--- config.mk ---
export PLATFORM = sky130hd
export DESIGN_NAME = id_ex_stage
export DESIGN_NICKNAME = d
export VERILOG_FILES = /design/src/rtl/id_ex_stage.sv
export SDC_FILE = /design/constraint.sdc
export NUM_CORES = 1
export LEC_CHECK = 0
export BUFFER_PORTS_ARGS = -buffer_cell sky130_fd_sc_hd__buf_2
export CAP_MARGIN = 10
export CORE_AREA = 4 4 143 145
export DETAILED_ROUTE_END_ITERATION = 12
export DIE_AREA = 0 0 147 149
export PLACE_DENSITY_LB_ADDON = 0.08
export SKIP_CTS_REPAIR_TIMING = 1
export SYNTH_ARGS = -nofsm -noshare
export SYNTH_HDL_FRONTEND = slang
export SYNTH_SLANG_ARGS = --single-unit
--- constraint.sdc ---
create_clock -name clk -period 4.6 [get_ports clk]
set_clock_uncertainty 0.1 [all_clocks]
set_input_delay 1.38 -clock clk [delete_from_list [all_inputs] [get_ports clk]]
set_output_delay 1.38 -clock clk [all_outputs]
set_load 0.005 [all_outputs]
--- src/rtl/id_ex_stage.sv ---
// ID/EX pipeline register feeding the ALU: operand forwarding, ALUSrc
// selection, load-use stall detection, flush squash and a bubble counter.
module id_ex_stage #(
    parameter int unsigned DW   = 32,
    parameter int unsigned AW   = 5,
    parameter int unsigned CNTW = 16
) (
    input  logic            clk,
    input  logic            reset,
    input  logic            id_valid,
    input  logic [AW-1:0]   id_rs_addr,
    input  logic [AW-1:0]   id_rt_addr,
    input  logic            id_rs_used,
    input  logic            id_rt_used,
    input  logic [DW-1:0]   id_rs_data,
    input  logic [DW-1:0]   id_rt_data,
    input  logic [DW-1:0]   id_imm,
    input  logic [4:0]      id_shamt,
    input  logic            id_alusrc1,
    input  logic            id_alusrc2,
    input  logic [5:0]      id_alufun,
    input  logic            id_sign,
    input  logic            id_regwrite,
    input  logic            id_memread,
    input  logic            id_memwrite,
    input  logic            id_memtoreg,
    input  logic [AW-1:0]   id_wb_addr,
    input  logic [DW-1:0]   ex_fwd_data,
    input  logic            mem_regwrite,
    input  logic [AW-1:0]   mem_wb_addr,
    input  logic [DW-1:0]   mem_fwd_data,
    input  logic            wb_regwrite,
    input  logic [AW-1:0]   wb_wb_addr,
    input  logic [DW-1:0]   wb_fwd_data,
    input  logic            flush,
    output logic            stall_o,
    output logic            ex_valid,
    output logic [DW-1:0]   ex_alu_a,
    output logic [DW-1:0]   ex_alu_b,
    output logic [5:0]      ex_alufun,
    output logic            ex_sign,
    output logic [DW-1:0]   ex_store_data,
    output logic            ex_regwrite,
    output logic            ex_memread,
    output logic            ex_memwrite,
    output logic            ex_memtoreg,
    output logic [AW-1:0]   ex_wb_addr,
    output logic [CNTW-1:0] bubble_cnt
);

    logic          ex_fwd_ok;
    logic [DW-1:0] rs_fwd;
    logic [DW-1:0] rt_fwd;
    logic [DW-1:0] alu_a_c;
    logic [DW-1:0] alu_b_c;
    logic          bubble_c;

    // A load in EX has no result yet, so it cannot be forwarded from EX
    assign ex_fwd_ok = ex_valid & ex_regwrite & ~ex_memread;

    // rs operand: r0 is hardwired zero, then EX > MEM > WB > register file
    always_comb begin
        rs_fwd = id_rs_data;
        if (id_rs_addr == '0)
            rs_fwd = '0;
        else if (ex_fwd_ok && (ex_wb_addr == id_rs_addr))
            rs_fwd = ex_fwd_data;
        else if (mem_regwrite && (mem_wb_addr == id_rs_addr))
            rs_fwd = mem_fwd_data;
        else if (wb_regwrite && (wb_wb_addr == id_rs_addr))
            rs_fwd = wb_fwd_data;
    end

    // rt operand: same priority as rs
    always_comb begin
        rt_fwd = id_rt_data;
        if (id_rt_addr == '0)
            rt_fwd = '0;
        else if (ex_fwd_ok && (ex_wb_addr == id_rt_addr))
            rt_fwd = ex_fwd_data;
        else if (mem_regwrite && (mem_wb_addr == id_rt_addr))
            rt_fwd = mem_fwd_data;
        else if (wb_regwrite && (wb_wb_addr == id_rt_addr))
            rt_fwd = wb_fwd_data;
    end

    // ALU source muxes; shamt is zero-extended
    always_comb begin
        alu_a_c = id_alusrc1 ? DW'(id_shamt) : rs_fwd;
        alu_b_c = id_alusrc2 ? id_imm : rt_fwd;
    end

    // Load-use hazard: consumer in ID of a load in EX; a flush cancels it
    always_comb begin
        stall_o = id_valid & ex_valid & ex_memread & (ex_wb_addr != '0) &
                  ((id_rs_used & (ex_wb_addr == id_rs_addr)) |
                   (id_rt_used & (ex_wb_addr == id_rt_addr))) & ~flush;
    end

    assign bubble_c = flush | stall_o;

    // EX pipeline register: bubble on flush/stall/empty ID, else capture
    always_ff @(posedge clk or posedge reset) begin
        if (reset) begin
            ex_valid      <= 1'b0;
            ex_alu_a      <= '0;
            ex_alu_b      <= '0;
            ex_alufun     <= '0;
            ex_sign       <= 1'b0;
            ex_store_data <= '0;
            ex_regwrite   <= 1'b0;
            ex_memread    <= 1'b0;
            ex_memwrite   <= 1'b0;
            ex_memtoreg   <= 1'b0;
            ex_wb_addr    <= '0;
        end else if (bubble_c || !id_valid) begin
            ex_valid      <= 1'b0;
            ex_alu_a      <= '0;
            ex_alu_b      <= '0;
            ex_alufun     <= '0;
            ex_sign       <= 1'b0;
            ex_store_data <= '0;
            ex_regwrite   <= 1'b0;
            ex_memread    <= 1'b0;
            ex_memwrite   <= 1'b0;
            ex_memtoreg   <= 1'b0;
            ex_wb_addr    <= '0;
        end else begin
            ex_valid      <= 1'b1;
            ex_alu_a      <= alu_a_c;
            ex_alu_b      <= alu_b_c;
            ex_alufun     <= id_alufun;
            ex_sign       <= id_sign;
            ex_store_data <= rt_fwd;
            ex_regwrite   <= id_regwrite;
            ex_memread    <= id_memread;
            ex_memwrite   <= id_memwrite;
            ex_memtoreg   <= id_memtoreg;
            ex_wb_addr    <= id_wb_addr;
        end
    end

    // Saturating count of bubbles caused by flush or load-use stall
    always_ff @(posedge clk or posedge reset) begin
        if (reset)
            bubble_cnt <= '0;
        else if (bubble_c && (bubble_cnt != {CNTW{1'b1}}))
            bubble_cnt <= bubble_cnt + CNTW'(1);
    end

endmodule

### After elaboration in Yosys (flattened, before gate mapping)

Cells that the tools add are included.

* add/subtract/negate cells: 1
* multipliers: 0
* div/mod/pow operators: 0
* order comparisons: 0
* equal/unequal tests: 7
* shift-type cells: 0
* muxes and demuxes: 21
* bitwise operators: 13
* reductions and logical operators: 12

Operators by type and width (number)
* 2-to-1 mux 32 bit: 13
* == test 5 bit: 6
* adder 16 x 1 -> 16 bit (second input constant): 1
* inequality test 16 bit (second input constant): 1
* zero test 5 bit: 2
* bitwise AND 1 bit: 9
* logical AND 1 bit: 7
* 2-to-1 mux 1 bit: 6
* 2-to-1 mux 6 bit: 1
* 2-to-1 mux 5 bit: 1
* nonzero test 5 bit: 1
* inverter 1 bit: 2
* OR 1 bit: 2
* zero test 1 bit: 1
* logical OR 1 bit: 1

* register bits: 129
* latch bits: 0
* bits in writable memories: 0
* bits in read-only memories: 0
* input port bits: 243
* output and inout bits: 130
* word-level logic and storage cells: 66
* memories: 0

### Depth between registers and ports, before layout

* depth after elaboration: 8
* gate-level depth with buffers: 8
* mapped depth without buffers: 7

### Worst setup path after synthesis

No wires, ideal clock.

* kind: in2out
* start: input port id_rt_addr[1]
* end: output port stall_o
* data arrival time: 2120 ps
* required time: 3120 ps
* path slack: 1000 ps
* cell stages on the path: 4
* buffers on the path: 0
* cells stage by stage: xor2_1 > nor3_2 > a32oi_1 > nor3_1

* longest elaborated chain between the ends: 5

RTL lines
* start, declared: line 12 `input logic [AW-1:0] id_rt_addr,`
* == test 5 bit: line 97 `(id_rt_used & (ex_wb_addr == id_rt_addr))) & ~flush;`
* bitwise AND 1 bit: line 97
* OR 1 bit: line 96 `((id_rs_used & (ex_wb_addr == id_rs_addr)) |`
* bitwise AND 1 bit: line 95 `stall_o = id_valid & ex_valid & ex_memread & (ex_wb_addr != '0) &`
* bitwise AND 1 bit: line 97
* end, declared: line 36 `output logic stall_o,`

No other way between the ends.

### Worst setup path in the final report

Ends and elaborated chain as after synthesis.

==> flow_summary.ini <==
[run_status]
run_status = finished, final reports clean

[sta]
slew_violations = 0
setup_tns_ps = 0
fmax_ghz = 0.241
setup_viol = 0
period_needed_ps = 4150
slew_headroom = 0.385
tightest_slew_ps = 922
hold_viol = 0
period_share = 0.903
hold-worst-slack_ps = 393
rsz0062_at_grt = false

[global_route]
grt.busiest_layer = met2
grt_pass1_wl_mm = 39.1
met2_usage = 0.381
grt_pass1_vias = 6660
grt_start_max_net_pins = 65
gr-total-overflow = 0
track_usage = 0.231
antenna_found_initial = 7
use_met3 = 0.0659
groute.layer.met1.usage = 0.290

[setup_path]
crit_path_end_kind = output port
cp-start-kind = input port
crit_fanout = 4
crit_required_ps = 3120
rrSetupSlack_ps = 1710
crit_type = input port to output port
crit_arrival_ps = 2670

[cts]
cts_inserted_buffers = 17
cts.reportedPaths.clkPinSlew_ps = 60
clockBufferDepth = 2
cts_root_buffer = clkbuf_16
cts_tree = built
h-tree-depth = 4
insertion_delay_ps = 410
clock_sinks = 129

[routing]
via_count = 6571
post_drt_wl_per_cell_um = 19.7
antenna_left = 0
vias_per_cell = 5.00
drc = 0
wirelength_mm = 25.8
first_pass_iters = 5
first_iter_violations = 355

[floorplanning]
design.core.area_um2 = 19200
die_h_um = 149
io_pins = 373
fp.dieW_um = 147
die-area_um2 = 21900
start_util = 0.359
rows = 51

[yosys]
netlist_instances = 666
synth_flop_cell = dfrtp_1
synth_fa_ha_area_frac = 0.00181
synth_compound_area_frac = 0.201
netlist_area_um2 = 6900
async_reset_ff_frac = 1.00
yosysWarnings = 0
avgSynthCellArea_um2 = 10.4
synth_top_family_by_area = compound AO/OA/AOI/OAI gates
synth-simple-area-share = 0.130
synth_cell_types = 43
syn_nets = 910
ys_ff_latch = 129
synth_edf_count = 0
muxShareOfSynthArea = 0.0962
yosysSeqAreaShare = 0.468
synth_xor_area_frac = 0.0533

[cells_and_area]
synthToLayoutAreaGrowth_pct = 40.7
register_area_um2 = 3230
layout_commonest_cell = buf_2
multi_input_area_um2 = 3360
final_net_count = 1272
final_cells = 1313
final_cell_mix = 372 x buf_2, 129 x dfrtp_1, 106 x nor2_1
drive_above_1_share = 0.444
fillers = 1845
final_core_util = 0.505

[place]
post-dp-hpwl_mm = 19.6
post-place-cells = 1274
routabilityCongestion = 0.848
io_buffers = 372

[job]
cap_violations = 0

[power_and_ir_drop]
p_leak_nw = 5.09
ir_drop_uv = 238
power_per_cell_area_nw_per_um2 = 327

[worst_hold_path]
min_path_type = flip-flop to flip-flop
[synth_stat cells (4+ instances only)]
library cell	n	area (um^2)
xor2_1	37	324
and3_1	6	37.5
nor3_1	7	35.0
nand3_1	4	20.0
a22oi_1	5	37.5
a211o_1	33	289
buf_2	11	55.1
mux2i_1	64	641
nor4_1	5	31.3
and2_1	19	119
clkbuf_1	32	120
inv_1	34	128
o2bb2ai_2	30	450
a21oi_1	31	155
a21boi_0	5	37.5
dfrtp_1	129	3230
nand2_1	37	139
a221o_1	32	320
xnor2_1	5	43.8
nor2_1	106	398
nor3b_1	4	30.0
[critical path, stage by stage]
cell,delay (ps)
buf_2,130
xor2_1,150
nor3_2,390
a32oi_1,200
nor3_1,260
buf_2,160
[flip-flops by register name (all words and copies together), names as in the netlist]
name	count
bubble_cnt	16
ex_alu_a	32
ex_alu_b	32
ex_alufun	6
ex_memread	1
ex_memtoreg	1
ex_memwrite	1
ex_regwrite	1
ex_sign	1
ex_store_data	32
ex_valid	1
ex_wb_addr	5
[cell families after synthesis]
group	count (synthesis)
and+or+nand+nor	200
AOI/OAI and AO/OA	148
DFF	129
buffers and inverters	80
muxes	66
xor gates and xnor gates	42
adders and majority gates	1
[metal layers]
layer | wire length (um) | share of wire
met5 | 22 | 0.00085
met4 | 641 | 0.025
met3 | 2010 | 0.078
met2 | 12600 | 0.49
met1 | 10600 | 0.41
[area by class of cell]
| cell class | instances | area share |
|---|---|---|
| repair buffers | 389 | 0.210 |
| well taps | 265 | 0.0342 |
| clock buffers | 21 | 0.0475 |
| diodes | 7 | 0.00181 |
| inverters | 34 | 0.0135 |
| clock inverters | 11 | 0.0135 |
| flip-flops and latches | 129 | 0.333 |
| multi-input cells | 457 | 0.346 |
[final timing paths]
path	endpoint	start	cells past startpoint
setup / recovery	stall_o	id_rt_addr[1]	6
min in group asynchronous	ex_alu_a[13]	reset	2
setup reg to reg	bubble_cnt[1]	ex_wb_addr[1]	5
max in group asynchronous	ex_alu_a[22]	reset	3
hold / removal	bubble_cnt[12]	bubble_cnt[12]	1
hold reg to reg	bubble_cnt[12]	bubble_cnt[12]	1
[metrics by stage]
stage | worst slack [ps] | instance area (um^2) | total power, W
3_3_place_gp | 528 | 9090 | 0.00185
6_report | 447 | 9700 | 0.00318
2_1_floorplan | 1000 | 6900 | 0.00155
3_5_place_dp | 501 | 9090 | 0.00186
5_1_grt | 392 | 9700 | 0.00333
4_1_cts | 492 | 9680 | 0.00322
[power breakdown]
group          internal [W]  leakage, nW  switching (W)  total [W]
Sequential          0.00122         1.72      0.0000750    0.00130
Combinational      0.000266         3.09       0.000272   0.000539
Clock              0.000830        0.280       0.000510    0.00134
No activity file was read; power rests on OpenSTA's default activity.
